`src/rtl/serial_half_subtractor.sv`:
```
// Bit-serial a - b, LSB first, one subtractor cell plus registered borrow; done pulses WIDTH+1 cycles after accept.
// No backpressure: start is taken only in IDLE or DONE, and is ignored while busy.
module serial_half_subtractor #(
  parameter int WIDTH = 8
) (
  input  logic             clk,
  input  logic             rst_n,
  input  logic             start,
  input  logic [WIDTH-1:0] a,
  input  logic [WIDTH-1:0] b,
  output logic             busy,
  output logic             done,
  output logic [WIDTH-1:0] diff,
  output logic             bout
);

  localparam int CW = (WIDTH > 1) ? $clog2(WIDTH) : 1;

  typedef enum logic [1:0] {S_IDLE, S_RUN, S_DONE} state_t;

  state_t           state_q, state_d;
  logic [WIDTH-1:0] sa_q, sa_d;
  logic [WIDTH-1:0] sb_q, sb_d;
  logic [WIDTH-1:0] sr_q, sr_d;
  logic [WIDTH-1:0] diff_q, diff_d;
  logic             borrow_q, borrow_d;
  logic             bout_q, bout_d;
  logic [CW-1:0]    cnt_q, cnt_d;
  logic             bit_d;
  logic             borrow_nx;

  always_ff @(posedge clk or negedge rst_n) begin
    if (!rst_n) begin
      state_q  <= S_IDLE;
      sa_q     <= '0;
      sb_q     <= '0;
      sr_q     <= '0;
      diff_q   <= '0;
      borrow_q <= 1'b0;
      bout_q   <= 1'b0;
      cnt_q    <= '0;
    end else begin
      state_q  <= state_d;
      sa_q     <= sa_d;
      sb_q     <= sb_d;
      sr_q     <= sr_d;
      diff_q   <= diff_d;
      borrow_q <= borrow_d;
      bout_q   <= bout_d;
      cnt_q    <= cnt_d;
    end
  end

  always_comb begin
    bit_d     = sa_q[0] ^ sb_q[0] ^ borrow_q;
    borrow_nx = (~sa_q[0] & sb_q[0]) | (~(sa_q[0] ^ sb_q[0]) & borrow_q);
    state_d   = state_q;
    sa_d      = sa_q;
    sb_d      = sb_q;
    sr_d      = sr_q;
    diff_d    = diff_q;
    borrow_d  = borrow_q;
    bout_d    = bout_q;
    cnt_d     = cnt_q;
    case (state_q)
      // DONE accepts start like IDLE so back-to-back operations lose no cycle.
      S_IDLE, S_DONE: begin
        state_d = S_IDLE;
        if (start) begin
          sa_d     = a;
          sb_d     = b;
          sr_d     = '0;
          borrow_d = 1'b0;
          cnt_d    = '0;
          state_d  = S_RUN;
        end
      end
      S_RUN: begin
        sr_d     = {bit_d, sr_q[WIDTH-1:1]};
        sa_d     = sa_q >> 1;
        sb_d     = sb_q >> 1;
        borrow_d = borrow_nx;
        cnt_d    = cnt_q + CW'(1);
        if (cnt_q == CW'(WIDTH - 1)) begin
          diff_d  = sr_d;
          bout_d  = borrow_nx;
          state_d = S_DONE;
        end
      end
      default: state_d = S_IDLE;
    endcase
  end

  assign busy = (state_q == S_RUN);
  assign done = (state_q == S_DONE);
  assign diff = diff_q;
  assign bout = bout_q;

endmodule

```
`config.mk`:
```
export PLATFORM = sky130hd
export DESIGN_NAME = serial_half_subtractor
export DESIGN_NICKNAME = d
export VERILOG_FILES = /design/src/rtl/serial_half_subtractor.sv
export SDC_FILE = /design/constraint.sdc
export NUM_CORES = 1
export LEC_CHECK = 0
export ABC_CLOCK_PERIOD_IN_PS = 1600
export CAP_MARGIN = 20
export CORE_UTILIZATION = 53
export CTS_CLUSTER_SIZE = 12
export DETAILED_ROUTE_END_ITERATION = 7
export GPL_TIMING_DRIVEN = 0
export PLACE_DENSITY = 0.81
export SLEW_MARGIN = 10
export SYNTH_ARGS = -nofsm -noshare
export SYNTH_HDL_FRONTEND = slang
export SYNTH_SLANG_ARGS = --single-unit
```
`constraint.sdc`:
```
create_clock -name clk -period 1.6 [get_ports clk]
set_input_delay 0.32 -clock clk [delete_from_list [all_inputs] [get_ports clk]]
set_output_delay 0.32 -clock clk [all_outputs]
set_load 0.05 [all_outputs]
```
==> flow_summary.toml <==
[run_status]
status = "finished clean"

[cells_and_area]
syn2layout_area_growth_pct = 27.88
antennaDiodeCount = 0
nets = 224
fin_area_mm2 = 0.002387
layout-drive-gt1-share_pct = 25.62

[route]
drt_iter0_drc = 55
dr.pass1.iters = 4
vias = 1388
routedWlPerCell_um = 16.78
detail_route.vias_per_cell = 5.574
antenna_left = 0
drc_errors = 0
routed_wl_um = 4178

[worst_setup_path]
crit_family = "buffers and inverters"
start_kind = "register"
cpPeakStageDelay_ns = 0.39
path_cells = "buf_6 -> clkbuf_16 -> nor2b_4 -> buf_6"
slowest_stage = "dfrtp_1"
arrival_ns = 1.28
crit_path_max_fanout = 6
required_ns = 1.28
path_class = "reg -> out"
crit_buf_inv = 3
crit_top_cell = "buf_6"
worst_setup_path_end_kind = "output port"

[synthesis]
synthCells = 154
synth-compound-area-share_pct = 14.95
async_flop_share_pct = 100.0
synthTopCellsByArea = "dfrtp_1 51%, mux2i_1 11%, mux2_4 5.6%"
synth-edff-count = 0
synth-simple-area-share_pct = 8.780
syn_avg_cell_area_um2 = 12.12
yosysTopAreaCellShare_pct = 50.94
synthMuxAreaShare_pct = 17.56
synth-warning-count = 0
yosys.area.top_type = "dfrtp_1"
syn-num-nets = 176
netlist_area_mm2 = 0.001867
ys_seq_area_share_pct = 50.94
synth_fa_ha_area_share_pct = 2.413
synth_cell_types = 25
synth-xor-area-share_pct = 0
synthFlopType = "dfrtp_1"
synth_top_family_by_area = "multiplexers"
yosys_register_bits = 38

[pwr]
ir_drop_mv = 0.7165
powerDensity_mw_per_mm2 = 1892
power.total_w = 0.004518
p_leak_nw = 1.077

[floorplan]
start_util_pct = 55.51
rows = 21
die_w_um = 61.35
io_pins = 30
core_area_mm2 = 0.003363
die_height_um = 61.35
dieArea_mm2 = 0.003764

[min_path]
min_path_type = "in -> async"

[place]
placed_area_mm2 = 0.002212
portBuffers = 29
place.gp.congestion = 0.7682
post-dp-hpwl_um = 2669

[clock_network]
cts_tree = "yes"
cts.path.max_buffers = 2
postCtsHoldBufs = 0
worstSkewPairLatency_ns = 0.35
cts_sinks = 38
cts-root-buf = "clkbuf_4"
clkSlewWorstSetupHoldPaths_ns = 0.11
h-tree-depth = 2
cts_buffers = 5

[grt]
grt-ovfl-total = 0
grt_usage_pct = 23.87
grt_max_degree = 39
antenna_found_initial = 0
grt_pass1_vias = 1317
grt_first_pass_wirelength_um = 6258

[timing]
min_period_ns = 1.595
fmax_mhz = 626.8
clock_skew_ns = 0.008330
setup_viol = 0
hold_violations = 0
worstMarginPinSlew_ns = 0.8577
slew_headroom_pct = 42.82
finalCritPeriodShare_pct = 99.71
drv_slew = 0
tns_ns = 0
grt_setup_unrepaired = "true"

[flow_run]
max_cap_viol_count = 0
## flip-flops by register name, indices dropped and copies added (netlist names)
name,flops
cnt_q,3
bout,1
diff,8
sa_q,8
state_q,2
sr_q,7
sb_q,8
borrow_q,1
## Yosys cell counts (3+ instances only)
master / n
a211oi_1: 12
a21oi_1: 12
a22o_1: 6
buf_4: 5
clkbuf_1: 3
dfrtp_1: 38
inv_1: 4
mux2_4: 7
mux2i_1: 20
nand2_1: 6
nor2b_1: 13
o21ai_0: 8
## where the power goes
part	leakage, nW	switching [W]	internal [W]
sequential	0.473	0.000320	0.00139
clock	0.0353	0.000313	0.000213
combinational	0.568	0.00122	0.00106
total	1.08	0.00185	0.00267
## kinds of logic (layout without fill, tap and decap cells)
| family | Yosys count | count (layout) |
|---|---|---|
| fa+ha+maj | 3 | 3 |
| mux | 29 | 29 |
| buf+inv | 17 | 66 |
| simple gates | 26 | 26 |
| flops | 38 | 38 |
| compound gates | 41 | 41 |
## through the flow
stage,hold WS (ns),setup slack (ns),cells,util [%]
global placement,0.4657,-0.6242,229,65.92
CTS,0.07825,-0.05086,238,68.79
detailed placement,0.4689,-0.4480,229,65.77
floorplan,0.02441,0.1342,154,-
finish,0.06908,0.004712,249,70.98
global route,0.1157,-0.04365,249,70.98
## area by class of cell
type                       count  area [um^2]
buffer                        11        113.9
clock buffer                   7        55.05
clock inverter                 1        5.005
fill                         261        975.9
inverter                       5        18.77
multi-input combinational     99        823.3
sequential                    38        950.9
tap                           46        57.56
timing repair buffer          42        362.8
## worst reg2reg max path: cells and delay by family (launching register included)
family | cells | cell delay [ns]
adder cells (fa/ha/maj) | 2 | 0.45
buffers and inverters | 1 | 0.17
flip-flops | 1 | 0.42
AND/OR/NAND/NOR | 1 | 0.11
multiplexers | 1 | 0.31
## layer usage
layer / GRT usage [%] / routed length [um] / vias up
met3: 6.092 / 255 / 6
met4: 8.571 / 50 / 0
met1: 29.95 / 1726 / 688
li1: - / - / 645
met2: 40.22 / 2145 / 49
met5: 0 / 0 / -
## what timing repair did
item | 4_1_cts | 5_1_grt
endpoints found under the setup margin | 11 | 11
resized for setup | 33 | 17
pin swaps | 0 | 0
cloned | 0 | 1
buffers inserted | 1 | 11
endpoints found under the hold margin | 0 | 0
## cells in the final DEF, fill, tap and decap left out, drive strengths merged
cell,netlist,routed
dfrtp,38,38
buf,9,24
mux2i,20,20
clkdlybuf4s50,0,17
clkbuf,3,16
nor2b,14,14
a21oi,13,13
a211oi,12,12
mux2,9,9
o21ai,8,8
nand2,6,6
a22o,6,6
inv,5,5
clkdlybuf4s15,0,3
nand3,2,2
and3,2,2
a221o,2,2
ha,2,2
nand3b,1,1
nor2,1,1
fa,1,1
clkinv,0,1
## final timing paths
kind                                             end                    from  slack (ns)  cells past startpoint
worst min register to register      bout$_DFFE_PN0P_        bout$_DFFE_PN0P_        0.51                      2
worst min-delay path             sa_q[5]$_DFFE_PN0P_                   rst_n        0.07                      1
min in group clk                    bout$_DFFE_PN0P_        bout$_DFFE_PN0P_        0.51                      2
worst max-delay path                            done  state_q[0]$_DFFE_PN0P_       0.005                      4
worst max register to register   diff[4]$_DFFE_PN0P_    cnt_q[0]$_DFFE_PN0P_        0.04                      5
max in group asynchronous       cnt_q[0]$_DFFE_PN0P_                   rst_n        0.99                      1
Power figures use the tool's default switching activity.
==> RTL change: new RTL, config.mk and constraints unchanged <==
Put a register stage on the outputs `busy` and `done`. The values now appear one clock later. The other outputs are not delayed to match. Comments in the files are not updated.
--- a/src/rtl/serial_half_subtractor.sv
+++ b/src/rtl/serial_half_subtractor.sv
@@ -91,8 +91,10 @@
     endcase
   end
 
-  assign busy = (state_q == S_RUN);
-  assign done = (state_q == S_DONE);
+  always_ff @(posedge clk) begin
+    busy <= (state_q == S_RUN);
+    done <= (state_q == S_DONE);
+  end
   assign diff = diff_q;
   assign bout = bout_q;
 
Function: changed (a bounded check fails within 4 cycles, from zero or initial values and one cycle with rst_n low).
==> RTL change against the unedited design <==
  * Maximum frequency rose by 3.3%
  * Power down 1.6%
  * Final cell count decreased by 3.2%
  * Worst setup slack improved by 0.051 ns
  * Sequential cell count up 2
  * First-iteration DRC count shrank 25%
  * Utilization shrank 2.0 points
  * Non-clock buffer count shrank 10
  * Design area down 2.0%
  * Clock skew about the same
  * Synthesized area rose by 2.1%
  * Wire length decreased by 12%
  * Critical path depth rose by 1
==> RTL change: results (changes against the unedited design) <==
** GRT
- The global-route wire length before repair came to 6113 microns (-2.3%).
- The global-route track usage on met1 is 28.97% (-0.97 points).
- The met2 usage in global routing was 36.78% (-3.4 points).
- GR met3 Demand/Resource :: 5.590% (-0.50 points)

** Placement
- The cell area reported after detailed placement is 2277 sq um (+2.9%).
- HPWL Detailed :: 2693 microns (+0.92%)
- Final weighted congestion in routability-driven placement :: 0.7860 (+2.3%)
- The pre-CTS setup slack came to -0.1561 ns (+0.2919 ns).
- DP Cell Count :: 232 (+1.3%)

** Synth
- The number of nets produced by synthesis is 178 (+1.1%).
- Unique cell type count in the Yosys netlist :: 26 (+4.0%)
- The share of synthesized flip-flops with an asynchronous set or reset was 95.00% (-5.0 points).
- Proportion of synthesized area in mux cells :: 17.19% (-0.37 points)
- Cell count after synthesis :: 156 (+1.3%)
- Adder-cell share of the synthesized area :: 2.362% (-0.051 points)
- Post-synthesis compound-gate area fraction :: 14.63% (-0.31 points)
- Portion of the post-synthesis area used by sequential elements :: 51.97% (+1.0 points)

** Critical path
- The critical-path maximum fanout was 10 (+4).
- CP Data Arrival Time :: 1.79 ns (+0.51 ns)

** Power
- Switching Share :: 39.54% (-1.4 points)
- The maximum vdd ir drop is 0.001004 V (+40%).

** Detailed routing
- Total Wirelength :: 3685 microns (-12%)
- The via total after detailed routing came to 1,336 (-3.7%).
- The total met2 wirelength after detailed routing was 1794 microns (-16%).
- The routed length on met3 was 161 microns (-37%).
- Vias per inst :: 5.544 (-0.55%)
- Iter 0 DRT Violations :: 41 (-25%)

** Clock network
- The number of gates resized after cts is 12 (-64%).
- The number of setup buffers added after CTS was 0 (-1).

** Run status
- The run finished with clean final reports.

** Cells and area
- Total number of nets in the final design :: 216 (-3.6%)
- The count of filler cells inserted in the layout was 263 (+0.77%).
- Multi-input gate area :: 815.8 sq um (-0.91%)
- The share of cells above drive strength 1 came to 20.00% (-5.6 points).
==> RTL change: changes by cell type in the layout (fill, tap and decap cells not counted), moves of 2 or more <==
cell                            before  now
sky130_fd_sc_hd__dlygate4sd2_1       0    2
sky130_fd_sc_hd__dfxtp_1             0    2
sky130_fd_sc_hd__buf_6               5    2
sky130_fd_sc_hd__buf_4              15    5
==> RTL change: worst paths after layout <==
check,end,slack (ns),cells past startpoint,startpoint
setup / recovery,diff[6],0.06,5,cnt_q[0]
hold / removal,cnt_q[0],0.45,2,rst_n
setup reg to reg,diff[6],0.06,5,cnt_q[0]
hold reg to reg,bout,0.51,2,bout
max in group asynchronous,sb_q[1],0.69,3,rst_n
min in group clk,bout,0.51,2,bout
==> RTL change: power groups by stage <==
| stage | registers, uW | logic [uW] | clock network [uW] |
|---|---|---|---|
| after global routing | 1810 | 2170 | 779 |
| after floorplan | 2080 | 1160 | 0 |
| after detailed placement | 1780 | 2080 | 0 |
| final | 1760 | 1980 | 713 |
| after global placement | 1750 | 2000 | 0 |
| after CTS | 1750 | 2010 | 722 |
==> RTL change: critical path, cell delays in order (launching register included) <==
cell                       delay [ns]
sky130_fd_sc_hd__dfrtp_1         0.42
sky130_fd_sc_hd__ha_1            0.21
sky130_fd_sc_hd__ha_1            0.23
sky130_fd_sc_hd__nand3b_4        0.10
sky130_fd_sc_hd__buf_6           0.17
sky130_fd_sc_hd__mux2_4          0.31
==> RTL change: area by class of cell <==
class	instances	area share, %
plain buffers	12	3.476
clock buffers	6	2.193
clock inverters	2	1.658
inverters	5	0.8021
multi-input cells	99	34.87
flip-flops and latches	40	42.35
well taps	46	2.460
repair buffers	31	12.19
